<file path="src/rtl/hilo_mdu_if.sv">
// Command/handshake bundle between the EX stage and the HI/LO multiply/divide unit.
interface hilo_mdu_if #(
  parameter int DATA_W = 32
);
  logic              start;
  logic [1:0]        op;
  logic [DATA_W-1:0] src_a;
  logic [DATA_W-1:0] src_b;
  logic              cancel;
  logic              busy;
  logic              stall_req;
  logic              done;

  modport master (
    output start, op, src_a, src_b, cancel,
    input  busy, stall_req, done
  );

  modport slave (
    input  start, op, src_a, src_b, cancel,
    output busy, stall_req, done
  );
endinterface

</file>
<file path="src/rtl/hilo_mdu.sv">
// HI/LO unit: owns HI/LO, runs an iterative MULT/MULTU/DIV/DIVU engine and
// merges forwarded/direct writes onto one combinational read port per register.

// Read mux for one architectural register (HI or LO).
// Priority: pending MDU result > youngest fwd stage > same-cycle direct write > register.
module hilo_mdu_rdmux #(
  parameter int DATA_W  = 32,
  parameter int NUM_FWD = 2
) (
  input  logic                      mdu_vld,
  input  logic [DATA_W-1:0]         mdu_data,
  input  logic [NUM_FWD-1:0]        fwd_we,
  input  logic [NUM_FWD*DATA_W-1:0] fwd_data,
  input  logic                      wr_en,
  input  logic [DATA_W-1:0]         wr_data,
  input  logic [DATA_W-1:0]         reg_q,
  output logic [DATA_W-1:0]         rdata
);
  // Walk from oldest to youngest so the lowest-index stage wins.
  always_comb begin
    rdata = reg_q;
    if (wr_en) rdata = wr_data;
    for (int i = NUM_FWD - 1; i >= 0; i--) begin
      if (fwd_we[i]) rdata = fwd_data[i*DATA_W +: DATA_W];
    end
    if (mdu_vld) rdata = mdu_data;
  end
endmodule

module hilo_mdu #(
  parameter int DATA_W  = 32,
  parameter int NUM_FWD = 2
) (
  input  logic                      clk,
  input  logic                      rst,
  hilo_mdu_if.slave                 mdu,
  input  logic                      hi_we,
  input  logic                      lo_we,
  input  logic [DATA_W-1:0]         hi_wdata,
  input  logic [DATA_W-1:0]         lo_wdata,
  input  logic [NUM_FWD-1:0]        fwd_hi_we,
  input  logic [NUM_FWD-1:0]        fwd_lo_we,
  input  logic [NUM_FWD*DATA_W-1:0] fwd_hi_data,
  input  logic [NUM_FWD*DATA_W-1:0] fwd_lo_data,
  output logic [DATA_W-1:0]         hi_rdata,
  output logic [DATA_W-1:0]         lo_rdata
);
  localparam int CNT_W = $clog2(DATA_W);
  localparam int LN_LO = 0;
  localparam int LN_HI = 1;

  typedef enum logic [1:0] {S_IDLE, S_RUN, S_DONE} state_t;

  // Per-operation control fixed at accept.
  typedef struct packed {
    logic is_div;
    logic neg_q;   // negate product (mult) or quotient (div)
    logic neg_r;   // negate remainder
    logic div0;    // divide by zero: bypass the engine result
  } op_ctl_t;

  state_t              state_q, state_d;
  op_ctl_t             ctl_q;
  logic [CNT_W-1:0]    cnt_q;
  logic [2*DATA_W-1:0] acc_q;    // {HI-side partial, LO-side multiplier/quotient}
  logic [DATA_W-1:0]   opb_q;    // multiplicand / divisor magnitude
  logic [DATA_W-1:0]   a_raw_q;  // original dividend for the divide-by-zero result
  logic [DATA_W-1:0]   hi_q, lo_q;

  logic                accept;
  logic                a_neg, b_neg;
  logic [DATA_W-1:0]   a_mag, b_mag;
  logic [DATA_W:0]     mul_sum;
  logic [2*DATA_W-1:0] mul_next;
  logic [DATA_W:0]     div_shift, div_diff;
  logic                div_ok;
  logic [2*DATA_W-1:0] div_next;
  logic [2*DATA_W-1:0] prod;
  logic [DATA_W-1:0]   res_hi, res_lo;
  logic                mdu_wr;

  assign accept = (state_q == S_IDLE) && mdu.start && !mdu.cancel;
  assign mdu_wr = (state_q == S_DONE) && !mdu.cancel;

  // Operand sign handling: signed ops work on magnitudes, sign reapplied at the end.
  always_comb begin
    a_neg = ~mdu.op[0] & mdu.src_a[DATA_W-1];
    b_neg = ~mdu.op[0] & mdu.src_b[DATA_W-1];
    a_mag = a_neg ? -mdu.src_a : mdu.src_a;
    b_mag = b_neg ? -mdu.src_b : mdu.src_b;
  end

  // One radix-2 step of shift-add multiply and restoring divide.
  always_comb begin
    mul_sum   = {1'b0, acc_q[2*DATA_W-1:DATA_W]} + (acc_q[0] ? {1'b0, opb_q} : '0);
    mul_next  = {mul_sum, acc_q[DATA_W-1:1]};
    div_shift = acc_q[2*DATA_W-1:DATA_W-1];
    div_diff  = div_shift - {1'b0, opb_q};
    div_ok    = ~div_diff[DATA_W];
    div_next  = {(div_ok ? div_diff[DATA_W-1:0] : div_shift[DATA_W-1:0]),
                 acc_q[DATA_W-2:0], div_ok};
  end

  // Final result formatting from the engine accumulator.
  always_comb begin
    prod   = ctl_q.neg_q ? -acc_q : acc_q;
    res_hi = prod[2*DATA_W-1:DATA_W];
    res_lo = prod[DATA_W-1:0];
    if (ctl_q.div0) begin
      res_hi = a_raw_q;
      res_lo = '1;
    end else if (ctl_q.is_div) begin
      res_lo = ctl_q.neg_q ? -acc_q[DATA_W-1:0] : acc_q[DATA_W-1:0];
      res_hi = ctl_q.neg_r ? -acc_q[2*DATA_W-1:DATA_W] : acc_q[2*DATA_W-1:DATA_W];
    end
  end

  // State register.
  always_ff @(posedge clk) begin
    if (rst) state_q <= S_IDLE;
    else     state_q <= state_d;
  end

  // Next state and handshake outputs; cancel overrides everything.
  always_comb begin
    state_d        = state_q;
    mdu.busy      = 1'b0;
    mdu.done      = 1'b0;
    mdu.stall_req = 1'b0;
    case (state_q)
      S_IDLE: begin
        if (accept) state_d = S_RUN;
        mdu.stall_req = mdu.start;
      end
      S_RUN: begin
        mdu.busy      = 1'b1;
        mdu.stall_req = 1'b1;
        if (cnt_q == '0) state_d = S_DONE;
      end
      S_DONE: begin
        mdu.done = 1'b1;
        state_d  = S_IDLE;
      end
      default: state_d = S_IDLE;
    endcase
    if (mdu.cancel) state_d = S_IDLE;
  end

  // Engine datapath: load at accept, iterate once per RUN cycle.
  always_ff @(posedge clk) begin
    if (rst) begin
      acc_q   <= '0;
      opb_q   <= '0;
      a_raw_q <= '0;
      ctl_q   <= '0;
      cnt_q   <= '0;
    end else if (accept) begin
      acc_q        <= {{DATA_W{1'b0}}, a_mag};
      opb_q        <= b_mag;
      a_raw_q      <= mdu.src_a;
      ctl_q.is_div <= mdu.op[1];
      ctl_q.neg_q  <= a_neg ^ b_neg;
      ctl_q.neg_r  <= a_neg;
      ctl_q.div0   <= mdu.op[1] && (mdu.src_b == '0);
      cnt_q        <= CNT_W'(DATA_W - 1);
    end else if (state_q == S_RUN) begin
      acc_q <= ctl_q.is_div ? div_next : mul_next;
      cnt_q <= cnt_q - 1'b1;
    end
  end

  // Architectural HI/LO: MDU result beats direct writes (it is the younger op).
  always_ff @(posedge clk) begin
    if (rst) begin
      hi_q <= '0;
      lo_q <= '0;
    end else if (mdu_wr) begin
      hi_q <= res_hi;
      lo_q <= res_lo;
    end else begin
      if (hi_we) hi_q <= hi_wdata;
      if (lo_we) lo_q <= lo_wdata;
    end
  end

  // Per-register read lanes (lane 0 = LO, lane 1 = HI).
  logic [1:0][DATA_W-1:0]         ln_res, ln_wdata, ln_reg, ln_rdata;
  logic [1:0]                     ln_we;
  logic [1:0][NUM_FWD-1:0]        ln_fwd_we;
  logic [1:0][NUM_FWD*DATA_W-1:0] ln_fwd_data;

  always_comb begin
    ln_res[LN_LO]      = res_lo;
    ln_res[LN_HI]      = res_hi;
    ln_wdata[LN_LO]    = lo_wdata;
    ln_wdata[LN_HI]    = hi_wdata;
    ln_reg[LN_LO]      = lo_q;
    ln_reg[LN_HI]      = hi_q;
    ln_we[LN_LO]       = lo_we;
    ln_we[LN_HI]       = hi_we;
    ln_fwd_we[LN_LO]   = fwd_lo_we;
    ln_fwd_we[LN_HI]   = fwd_hi_we;
    ln_fwd_data[LN_LO] = fwd_lo_data;
    ln_fwd_data[LN_HI] = fwd_hi_data;
  end

  for (genvar g = 0; g < 2; g++) begin : g_rd
    hilo_mdu_rdmux #(.DATA_W(DATA_W), .NUM_FWD(NUM_FWD)) u_rdmux (
      .mdu_vld  (state_q == S_DONE),
      .mdu_data (ln_res[g]),
      .fwd_we   (ln_fwd_we[g]),
      .fwd_data (ln_fwd_data[g]),
      .wr_en    (ln_we[g]),
      .wr_data  (ln_wdata[g]),
      .reg_q    (ln_reg[g]),
      .rdata    (ln_rdata[g])
    );
  end

  assign lo_rdata = ln_rdata[LN_LO];
  assign hi_rdata = ln_rdata[LN_HI];
endmodule

</file>
<file path="src/flat_wrapper.sv">
// flat-port wrapper written by rule: the top's interface ports become plain ports
module hilo_mdu_flat 
#(
  parameter int DATA_W  = 32,
  parameter int NUM_FWD = 2
)
  (clk, rst, hi_we, lo_we, hi_wdata, lo_wdata, fwd_hi_we, fwd_lo_we, fwd_hi_data, fwd_lo_data, hi_rdata, lo_rdata, mdu_start, mdu_op, mdu_src_a, mdu_src_b, mdu_cancel, mdu_busy, mdu_stall_req, mdu_done);
  hilo_mdu_if #(.DATA_W(DATA_W)) mdu_i ();
  input  logic clk;
  input  logic rst;
  input  logic hi_we;
  input  logic lo_we;
  input  logic [DATA_W-1:0] hi_wdata;
  input  logic [DATA_W-1:0] lo_wdata;
  input  logic [NUM_FWD-1:0] fwd_hi_we;
  input  logic [NUM_FWD-1:0] fwd_lo_we;
  input  logic [NUM_FWD*DATA_W-1:0] fwd_hi_data;
  input  logic [NUM_FWD*DATA_W-1:0] fwd_lo_data;
  output logic [DATA_W-1:0] hi_rdata;
  output logic [DATA_W-1:0] lo_rdata;
  input wire logic [$bits(mdu_i.start)-1:0] mdu_start;
  input wire logic [$bits(mdu_i.op)-1:0] mdu_op;
  input wire logic [$bits(mdu_i.src_a)-1:0] mdu_src_a;
  input wire logic [$bits(mdu_i.src_b)-1:0] mdu_src_b;
  input wire logic [$bits(mdu_i.cancel)-1:0] mdu_cancel;
  output wire logic [$bits(mdu_i.busy)-1:0] mdu_busy;
  output wire logic [$bits(mdu_i.stall_req)-1:0] mdu_stall_req;
  output wire logic [$bits(mdu_i.done)-1:0] mdu_done;
  assign mdu_i.start = mdu_start;
  assign mdu_i.op = mdu_op;
  assign mdu_i.src_a = mdu_src_a;
  assign mdu_i.src_b = mdu_src_b;
  assign mdu_i.cancel = mdu_cancel;
  assign mdu_busy = mdu_i.busy;
  assign mdu_stall_req = mdu_i.stall_req;
  assign mdu_done = mdu_i.done;
  hilo_mdu #(.DATA_W(DATA_W), .NUM_FWD(NUM_FWD)) u_core (.clk(clk), .rst(rst), .mdu(mdu_i), .hi_we(hi_we), .lo_we(lo_we), .hi_wdata(hi_wdata), .lo_wdata(lo_wdata), .fwd_hi_we(fwd_hi_we), .fwd_lo_we(fwd_lo_we), .fwd_hi_data(fwd_hi_data), .fwd_lo_data(fwd_lo_data), .hi_rdata(hi_rdata), .lo_rdata(lo_rdata));
endmodule
</file>
<file path="config.mk">
export PLATFORM = sky130hd
export DESIGN_NAME = hilo_mdu_flat
export DESIGN_NICKNAME = d
export VERILOG_FILES = /design/src/rtl/hilo_mdu_if.sv /design/src/rtl/hilo_mdu.sv /design/src/flat_wrapper.sv
export SDC_FILE = /design/constraint.sdc
export NUM_CORES = 1
export LEC_CHECK = 0
export CAP_MARGIN = 20
export CORE_UTILIZATION = 30
export DETAILED_ROUTE_END_ITERATION = 8
export RECOVER_POWER = 50
export SYNTH_ARGS = -nofsm -noshare
export SYNTH_HDL_FRONTEND = slang
export SYNTH_SLANG_ARGS = --single-unit
</file>
<file path="constraint.sdc">
create_clock -name clk -period 4.77 [get_ports clk]
set_input_delay 0.954 -clock clk [delete_from_list [all_inputs] [get_ports clk]]
set_output_delay 0.954 -clock clk [all_outputs]
set_load 0.05 [all_outputs]
</file>
### Word level (Yosys, flattened, before mapping)

Cells that the tools add are included.

* equal/unequal tests: 4
* bitwise gates (word level): 5
* add/sub/neg operators: 8
* reductions and logical operators: 12
* multiplexer cells: 32

Operators by type and width (number)
* 32-bit 2-to-1 mux: 22
* 64-bit 2-to-1 mux: 2
* 32-bit negation: 4
* 64-bit negation: 1
* 32-bit by 32-bit adder with 33-bit output: 1
* 33-bit by 32-bit subtractor with 33-bit output: 1
* 32-bit zero test: 1
* 5-bit 2-to-1 mux: 2
* 5-bit zero test: 1
* 5-bit by 1-bit subtractor with 5-bit output (second input constant): 1
* 1-bit logical AND: 4
* 2-bit 2-to-1 mux: 2
* 2-bit by 1-bit inequality test with 1-bit output (second input constant): 2
* 2-bit case mux with 2 select lines: 1
* 2-bit OR reduction: 2
* 1-bit AND: 2
* 2-bit by 1-bit == test with 1-bit output (second input constant): 1
* 2-bit == test (second input constant): 1
* 2-bit zero test: 1
* 1-bit 2-to-1 mux: 2
* 1-bit NOT: 2
* 1-bit case mux with 2 select lines: 1
* 2-bit AND reduction: 1
* 2-bit nonzero test: 1
* other kinds (2): 2

* word-level logic and storage cells: 73
* input bits: 268
* output and inout port bits: 67
* flip-flop bits (word level): 203

### Depth between registers and ports, before layout

* depth after elaboration: 5
* gate-level depth with buffers: 15

### Hierarchy

From an unflattened synthesis, not the netlist that was laid out.

* cell total of the unflattened synthesis: 2455
* area, all modules: 18499.0 um^2

Modules (own cells, without submodules)
* hilo_mdu: area an instance 15926.5 um^2, seq. area each 4063.9 um^2, instances 1, cells an instance 2149
* hilo_mdu_rdmux: area an instance 1286.2 um^2, seq. area each 0.0 um^2, instances 2, cells an instance 153

### Least setup slack after synthesis

OpenSTA, ideal clock, no wires.

* path type: register to output
* start: register u_core.acc_q[9]
* end: output port hi_rdata[8]
* buffers on the path: 2
* cell stages (with the launch flop): 12
* required time: 3.816 ns
* path slack: 0.328 ns
* data arrival time: 3.488 ns
* path through: dfxtp_1 > buf_6 > or4_4 > or4_4 > or4_4 > buf_6 > nor2_4 > nor2_2 > o41ai_2 > xnor2_1 > o21ai_1 > a21oi_1

* cells in the longest elaborated chain, start to end: 5

Ends and longest elaborated chain
* from (decl): RTL line hilo_mdu.sv:65 `logic [2*DATA_W-1:0] acc_q;`
* from (signal assigned): RTL line hilo_mdu.sv:158 `acc_q <= {{DATA_W{1'b0}}, a_mag};`
* from (signal assigned): RTL line hilo_mdu.sv:167 `acc_q <= ctl_q.is_div ? div_next : mul_next;`
* 64-bit negation: RTL line hilo_mdu.sv:106 `prod = ctl_q.neg_q ? -acc_q : acc_q;`
* 64-bit 2-to-1 mux: RTL line hilo_mdu.sv:106
* 32-bit 2-to-1 mux: RTL line hilo_mdu.sv:112 `end else if (ctl_q.is_div) begin`
* 32-bit 2-to-1 mux: RTL line hilo_mdu.sv:109 `if (ctl_q.div0) begin`
* 32-bit 2-to-1 mux: RTL line hilo_mdu.sv:26 `if (mdu_vld) rdata = mdu_data;`
* to (decl): RTL line flat_wrapper.sv:19 `output logic [DATA_W-1:0] hi_rdata;`

No other way between the ends.

### Final worst setup path

* start: register u_core.acc_q[17]
* end: output port hi_rdata[1]

The elaborated chain is that of the path after synthesis.

==> summary.md <==
| Metric | Value |
|---|---|
| Initial antenna violation count | 10 |
| Via-to-Cell Ratio | 5.531 |
| Max-Cap Viols | 3 |
| Hold Path Cell Cnt | 2 |
| CP Launch Type | register |
| Post-synth top area cell | dfxtp_1 |
| FMAX | 0.2087 GHz |
| CTS clk-pin slew, worst paths | 0.06 ns |
| Start of the worst register-to-register path | u_core.acc_q[32] |
| Iteration-0 DRC Markers | 1392 |
| Hold Slack | 0.4582 ns |
| I/O pin count | 335 |
| #FFs+latches synth | 203 |
| Final period util | 1.004 |
| Drt total wl | 71.07 mm |
| Area contributors post-synth | dfxtp_1 23%, a21oi_1 7.9%, nor2_1 7.4%, a211oi_1 7.3%, mux2i_1 6.7% |
| Routed length per instance | 20.39 µm |
| Drt pass-1 iters | 5 |
| Clock Tree Root | clkbuf_16 |
| Crit path arrival time | 3.84 ns |
| Clock tree sinks | 203 |
| Post-Syn Area | 17710 µm² |
| Routability congestion estimate | 0.9023 |
| Vias in the first global route | 18650 |
| Worst-Margin Slew | 2.442 ns |
| Worst-case reg-to-reg path depth | 11 |
| Fin crit period | 4.791 ns |
| Share of cells above drive strength 1 | 0.1359 |
| Lkg Pwr | 8.899 nW |
| Hold Buf Count CTS | 0 |
| EDFF count, synth | 0 |
| First-pass GRT wire length | 107.8 mm |
| Worst min-delay path class | reg -> reg |
| DP HPWL | 54.40 mm |
| Largest net degree at the start of global routing | 114 |
| Final Hold Viols | 0 |
| Yosys top cell area share | 0.2294 |
| Distinct cells, synth | 78 |
| CP max FO | 5 |
| Most used DFF post-synth | dfxtp_1 |
| Effective utilization at floorplan | 0.3053 |
| Flop-to-flop setup slack | 0.83 ns |
| Gr usage total | 0.2252 |
| Worst rel slew slack | -0.6283 |
| Critical path class | reg -> out |
| Core region area | 58030 µm² |
| Post-synthesis sequential area ratio | 0.2294 |
| Design area | 23500 µm² |
| VDD IR-drop max | 0.2663 mV |
| Vias | 19280 |
| P&R area growth vs syn | 32.63% |
| Grt ovf | 0 |
| Chip Width | 245 µm |
| Post-synthesis cell count | 2420 |
| Violated checks | capacitance limit, slew limit, setup timing |
| Cell with the most instances after synthesis | nor2_1 |
| Critical Path RT | 3.82 ns |
| List of most frequent post-synthesis cells | 351 x nor2_1, 279 x a21oi_1, 203 x dfxtp_1 |
| Nets | 3036 |
| Worst-case clock buffer depth | 3 |
| Die height | 245 µm |
| Hold Path End | u_core.a_raw_q[13] |
| Async set or reset register ratio after synthesis | 0 |
| Clk_skew | 0.01423 ns |
| Ys Warns | 0 |
| Synthesized Nets | 2760 |
| Antenna Nets Post-Route | 0 |
| Final setup violating endpoints | 3 |
| DRC | 0 |
| Post-route setup TNS | -0.04627 ns |
| Placed Area | 22110 µm² |
| Setup crit end kind | output port |
| Post-Syn Area per Cell | 7.320 µm² |
| Port bufs | 334 |
| Hold path startpoint | u_core.a_raw_q[13] |
| CTS tree | yes |
| Clock latency on the worst-skew pair | 0.56 ns |
| Final Max Tran Viols | 117 |
| Final Worst Setup Slack | -0.02108 ns |
| Worst R2R End | u_core.acc_q[54] |
| Crit path from | u_core.acc_q[17] |
| CTS HTree Levels | 1 |
| Power per cell area | 267.8 nW/µm² |
| RSZ-0062 raised after global routing | true |
| Number of buffers created by CTS | 26 |
| Core Rows | 88 |
| Die ar. | 60030 µm² |
| Run status | finished, violations left |
per-layer routing:
metal  wire length, µm  track usage  vias up
li1                  -            -     9351
met1             31120       0.2944     9139
met2             33660       0.3847      667
met3              4507      0.03313      114
met4              1703      0.05680       10
met5                76            0        -
power breakdown:
part           internal, W  switching, W  total (W)
combinational     0.000986       0.00131    0.00229
sequential         0.00180      0.000115    0.00192
clock              0.00124      0.000836    0.00208
total              0.00403       0.00226    0.00629
layout make-up:
class,count,area [µm²]
clock inverter,11,146.4
tap,765,957.2
fill,5952,34530
timing repair buffer,424,4252
antenna,5,12.51
multi-input combinational,1973,13050
clock buffer,37,742.0
inverter,68,255.2
sequential,203,4084
sequential cells by signal (all words and copies together), names as in the netlist:
signal,flops
u_core.opb_q,32
u_core.a_raw_q,32
u_core.ctl_q,4
u_core.hi_q,32
u_core.cnt_q,5
u_core.lo_q,32
u_core.state_q,2
u_core.acc_q,64
layout by cell type, fill, tap and decap left out, drive strengths merged, types with 6 or more instances in the layout:
master / n
mux2: 67
inv: 68
o21bai: 8
or3: 19
a31oi: 23
nor4: 23
o21a: 12
a21oi: 280
nor4b: 7
and3: 9
a211oi: 173
xnor2: 97
clkinv: 6
nand3: 28
nand2: 199
o21ai: 109
or2: 9
clkbuf: 44
buf: 152
ha: 70
dfxtp: 203
o31ai: 31
o221ai: 17
a31o: 8
a311oi: 13
xor2: 59
nand2b: 25
mux2i: 119
nand4: 11
or4: 12
nor2: 353
clkdlybuf4s50: 263
nor3: 54
a21o: 21
o41ai: 12
nor2b: 20
and2: 10
o211ai: 21
timing repair:
item                                    in CTS  in global routing
gates cloned                                 0                  0
pin swaps                                   14                 17
buffers inserted                             7                 15
resized for setup                           35                 46
endpoints found under the setup margin      24                 35
metrics by stage:
stage	power, W	cells	worst slack, ns	util
4_1_cts	0.006274	3467	-0.002710	0.3998
5_1_grt	0.006586	3483	-0.1007	0.4048
6_report	0.006293	3486	-0.02108	0.4049
3_5_place_dp	0.004146	3412	0.3415	0.3810
3_3_place_gp	0.004123	3412	0.3626	0.3810
2_1_floorplan	0.003294	2420	0.3280	-
logic make-up after synthesis:
logic type | after synthesis | synth area share
AND/OR/NAND/NOR | 796 | 0.2041
AO/OA/AOI/OAI | 763 | 0.2750
buffers and inverters | 244 | 0.05290
flip-flops | 203 | 0.2294
adder cells (fa/ha/maj) | 72 | 0.05170
multiplexers | 186 | 0.1098
XOR/XNOR | 156 | 0.07713
worst max-delay path: stages, from the launching register on:
cell	delay [ns]
dfxtp_4	0.35
or4_4	0.53
or4_4	0.55
or4_4	0.62
o21ai_4	0.23
nand2_1	0.09
xnor2_1	0.15
o21ai_1	0.10
o21a_1	0.24
a21oi_1	0.18
buf_4	0.22
worst max-delay path by stage:
stage                     cells past startpoint  slack, ns                to
after detailed placement                     10       0.34  u_core.opb_q[29]
after CTS                                    12     -0.003      hi_rdata[31]
after global placement                       10       0.36  u_core.opb_q[29]
after floorplan                              11       0.33       hi_rdata[8]
final                                        10      -0.02       hi_rdata[1]
after global routing                         12      -0.10      hi_rdata[23]
(Power assumes the default switching activity.)
==> edit 1: new RTL, config.mk and constraints unchanged <==
`NUM_FWD` is set to 2 in 3 places; all go to 4.
--- a/src/rtl/hilo_mdu.sv
+++ b/src/rtl/hilo_mdu.sv
@@ -7,3 +7,3 @@
   parameter int DATA_W  = 32,
-  parameter int NUM_FWD = 2
+  parameter int NUM_FWD = 4
 ) (
@@ -31,3 +31,3 @@
   parameter int DATA_W  = 32,
-  parameter int NUM_FWD = 2
+  parameter int NUM_FWD = 4
 ) (
--- a/src/flat_wrapper.sv
+++ b/src/flat_wrapper.sv
@@ -4,3 +4,3 @@
   parameter int DATA_W  = 32,
-  parameter int NUM_FWD = 2
+  parameter int NUM_FWD = 4
 )
Ports: changed (resized fwd_hi_data, fwd_hi_we, fwd_lo_data and fwd_lo_we); port bits go from 335 to 467. The function was not compared with the original's and may differ.
==> edit 1 against the unedited design <==
The run ends with capacitance limit, slew limit left; synthesized area grew 8.2%; setup slack gained 0.15 ns; cell area grew 11%; total power grew 7.0%; sequential cell count is the same; wire length grew 17%; global-route usage grew 1.8 points; largest cell class unchanged.
==> edit 1: results <==
metrics = {
    "cells_and_area": {
        "fill_cells": 6666,
        "area_growth_pct": 35.4,
    },
    "global_route": {
        "antenna_found_initial": 6,
        "grt_max_degree": 125,
        "grt_pass1_wl_um": 122000,
        "grt_pass1_vias": 19800,
    },
    "run": {
        "drv_cap": 4,
    },
    "sta": {
        "finalMaxSlewViolations": 256,
        "min_period_over_period_pct": 97.4,
        "skew_ns": 0.0112,
        "worst_pin_slew_ns": 3.22,
        "final.setup.tns_ns": 0,
    },
    "placed_design": {
        "gp_congestion": 0.945,
        "dp_slack_ns": 0.246,
        "place_inst": 3834,
        "io_buffers": 466,
        "place_area_um2": 24800,
    },
    "setup_path": {
        "worstRegToRegCells": 13,
        "slowest_delay_ns": 0.59,
        "r2r_start": "u_core.acc_q[0]",
        "reg2reg_slack_ns": 0.63,
        "timing.rr.end": "u_core.acc_q[55]",
        "critical_path.startpoint": "u_core.acc_q[2]",
        "cp_max_fo": 9,
        "crit_end": "hi_rdata[5]",
    },
    "run_status": {
        "outcome": "complete, but fails checks",
        "violations": "capacitance limit, slew limit",
    },
    "yosys": {
        "ys_seq_area_share_pct": 21.2,
        "syn-num-nets": 3121,
        "synthXorXnorAreaFrac_pct": 6.76,
        "yosys-top-cells-area": "dfxtp_1, mux2i_1, nor2_1",
        "synth_compound_area_share_pct": 27.5,
        "syn_area_per_cell_um2": 7.24,
        "muxShareOfSynthArea_pct": 14.0,
    },
    "clocking": {
        "cts_setup_buffers": 2,
        "cts_resized": 8,
    },
    "power": {
        "power_clock_uw": 2380,
        "switchingPower_uw": 2370,
        "pg_comb_uw": 2450,
    },
    "routing": {
        "wl_um": 82900,
        "avgRoutedWirePerCell_um": 21.3,
    },
    "min_path": {
        "holdCritStartpoint": "u_core.opb_q[19]",
    },
}
==> edit 1: changes by cell type after synthesis, moves of 7 or more <==
cell	delta
buf_1	+7
o211ai_1	-10
nand3_1	+9
a31oi_1	-7
xor2_1	-10
nand2_1	+51
mux2i_1	+65
nand3b_1	+8
a21oi_1	-21
o21ai_0	+82
clkbuf_1	+20
==> edit 1: layer usage <==
metal	GRT usage, %	vias to the layer above	part of all wire, %
met3	3.43	160	6.2
met4	10.5	4	4.2
met5	0	-	0.037
met1	30.3	9975	42
met2	41.5	736	48
li1	-	10400	-
==> edit 1: cell families after synthesis <==
kind of cell,Yosys count
xor gates and xnor gates,148
and+or+nand+nor,860
adders and majority gates,72
buffers and inverters,276
DFF,203
muxes,258
AOI/OAI and AO/OA,832
==> edit 1: final cells by class <==
class	count	share of cell area [%]
Antenna cell	2	0.0193
Timing Repair Buffer	549	20.6
Sequential cell	203	15.7
Clock buffer	29	2.63
Tap cell	846	4.08
Clock inverter	21	1.26
Multi-Input combinational cell	2170	54.7
Inverter	72	1.05
==> edit 2: new RTL, config.mk and constraints unchanged <==
Made on the original files. Re-encode `state_t` (3 states) as one-hot, 3 bits wide.
--- a/src/rtl/hilo_mdu.sv
+++ b/src/rtl/hilo_mdu.sv
@@ -51,3 +51,3 @@
 
-  typedef enum logic [1:0] {S_IDLE, S_RUN, S_DONE} state_t;
+  typedef enum logic [2:0] {S_IDLE = 3'b001, S_RUN = 3'b010, S_DONE = 3'b100} state_t;
 
Check against the original RTL: no difference found for any inputs over 4 cycles, from zero or initial values and one cycle with rst high; so few cycles prove little.
==> edit 2 against the unedited design <==
The flow finishes with violations (capacitance limit, slew limit); combinational power shrank 31%; via count shrank 2.8%; total power decreased by 14%; wire length rose by 3.7%; synthesized area shrank 0.48%; final cell count fell by 2.2%; global-route usage up 1.0 points; die area fell by 0.48%; cell area down 3.3%; sequential cell count up 1; fmax up 2.5%; setup slack gained 0.12 ns; critical path type unchanged.
==> edit 2: results <==
metrics = {
    "run_status": {
        "outcome": "complete, but fails checks",
        "violations": "capacitance limit, slew limit",
    },
    "yosys": {
        "syn-num-nets": 2725,
        "synth_cell_type_count": 80,
        "syn_area_per_cell_um2": 7.39,
        "synth.top_cells.by_count": "nor2_1, a21oi_1, nand2_1",
        "yosys-top-cells-area": "dfxtp_1, a21oi_1, a211oi_1",
        "ys_seq_area_share_pct": 23.2,
    },
    "placed_design": {
        "post-dp-hpwl_um": 56400,
        "io_buffers": 334,
        "gp_congestion": 0.929,
        "dp_slack_ns": 0.529,
        "place_area_um2": 21800,
    },
    "global_route": {
        "grt_max_degree": 127,
        "antenna_found_initial": 2,
        "use_met3_pct": 3.52,
        "use_met2_pct": 39.7,
        "grt_pass1_wl_um": 110000,
        "grt_pass1_vias": 18100,
        "gr-usage-met1_pct": 30.7,
        "grt_usage_pct": 23.5,
    },
    "clocking": {
        "numCtsBuffers": 27,
    },
    "routing": {
        "avgRoutedWirePerCell_um": 21.6,
        "num_vias": 18700,
        "wl_met2_um": 34300,
        "met3_wirelength_um": 4920,
        "m1WireLength_um": 32400,
        "drtIter0Drc": 1181,
        "top_layer": "met4",
    },
    "sta": {
        "finalMaxSlewViolations": 148,
        "skew_ns": 0.0230,
        "worst_pin_slew_ns": 2.59,
    },
    "setup_path": {
        "cp.arrival_ns": 3.72,
        "cp_max_fo": 8,
    },
    "cells_and_area": {
        "instances_no_fill": 3411,
        "drive_gt1_share_pct": 11.4,
        "finalNetCount": 2965,
    },
    "power": {
        "peakVddDrop_uv": 238,
        "leakagePower_uw": 0.00880,
    },
    "run": {
        "drv_cap": 2,
    },
}
==> edit 2: power breakdown <==
part           switching (µW)  internal (µW)
Combinational             900            676
Sequential               73.0           1790
Clock                     853           1130
==> edit 2: kinds of logic after synthesis <==
group,after synthesis,synth area share [%]
compound gates,740,26.8
buf+inv,243,5.32
simple gates,769,19.9
flops,204,23.2
fa+ha+maj,72,5.20
mux,189,11.2
xor+xnor,168,8.39
==> edit 2: area by class of cell <==
type | instances | area [µm²]
well taps | 765 | 957
repair buffers | 392 | 3850
inverters | 62 | 234
flip-flops and latches | 204 | 4090
multi-input cells | 1938 | 12700
diodes | 2 | 5.00
clock buffers | 40 | 785
clock inverters | 8 | 51.3
fillers | 5991 | 35200
==> edit 2: worst max-delay path, cell delays in order, from the launching register on <==
cell,delay [ns]
dfxtp_2,0.36
or4_4,0.57
nor4_4,0.35
nand3_2,0.21
nor4_4,0.31
buf_4,0.18
nor2_2,0.07
o41ai_2,0.38
xnor2_1,0.17
mux2i_1,0.15
a21oi_2,0.23
buf_12,0.17
==> edit 2: repair_timing <==
| item | 4_1_cts | 5_1_grt |
|---|---|---|
| gates cloned | 0 | 0 |
| setup buffers | 1 | 2 |
| pin swaps | 1 | 5 |
| gates resized for setup | 2 | 26 |
| endpoints found under the setup margin | 6 | 16 |
==> edit 2: path summary, 6_finish.rpt <==
check                     startpoint                  to  slack [ns]  cells past startpoint
setup / recovery     u_core.acc_q[8]        hi_rdata[28]        0.09                     11
setup reg to reg   u_core.state_q[1]    u_core.acc_q[63]        0.53                      9
hold / removal    u_core.a_raw_q[23]  u_core.a_raw_q[23]        0.45                      2
hold reg to reg   u_core.a_raw_q[23]  u_core.a_raw_q[23]        0.45                      2
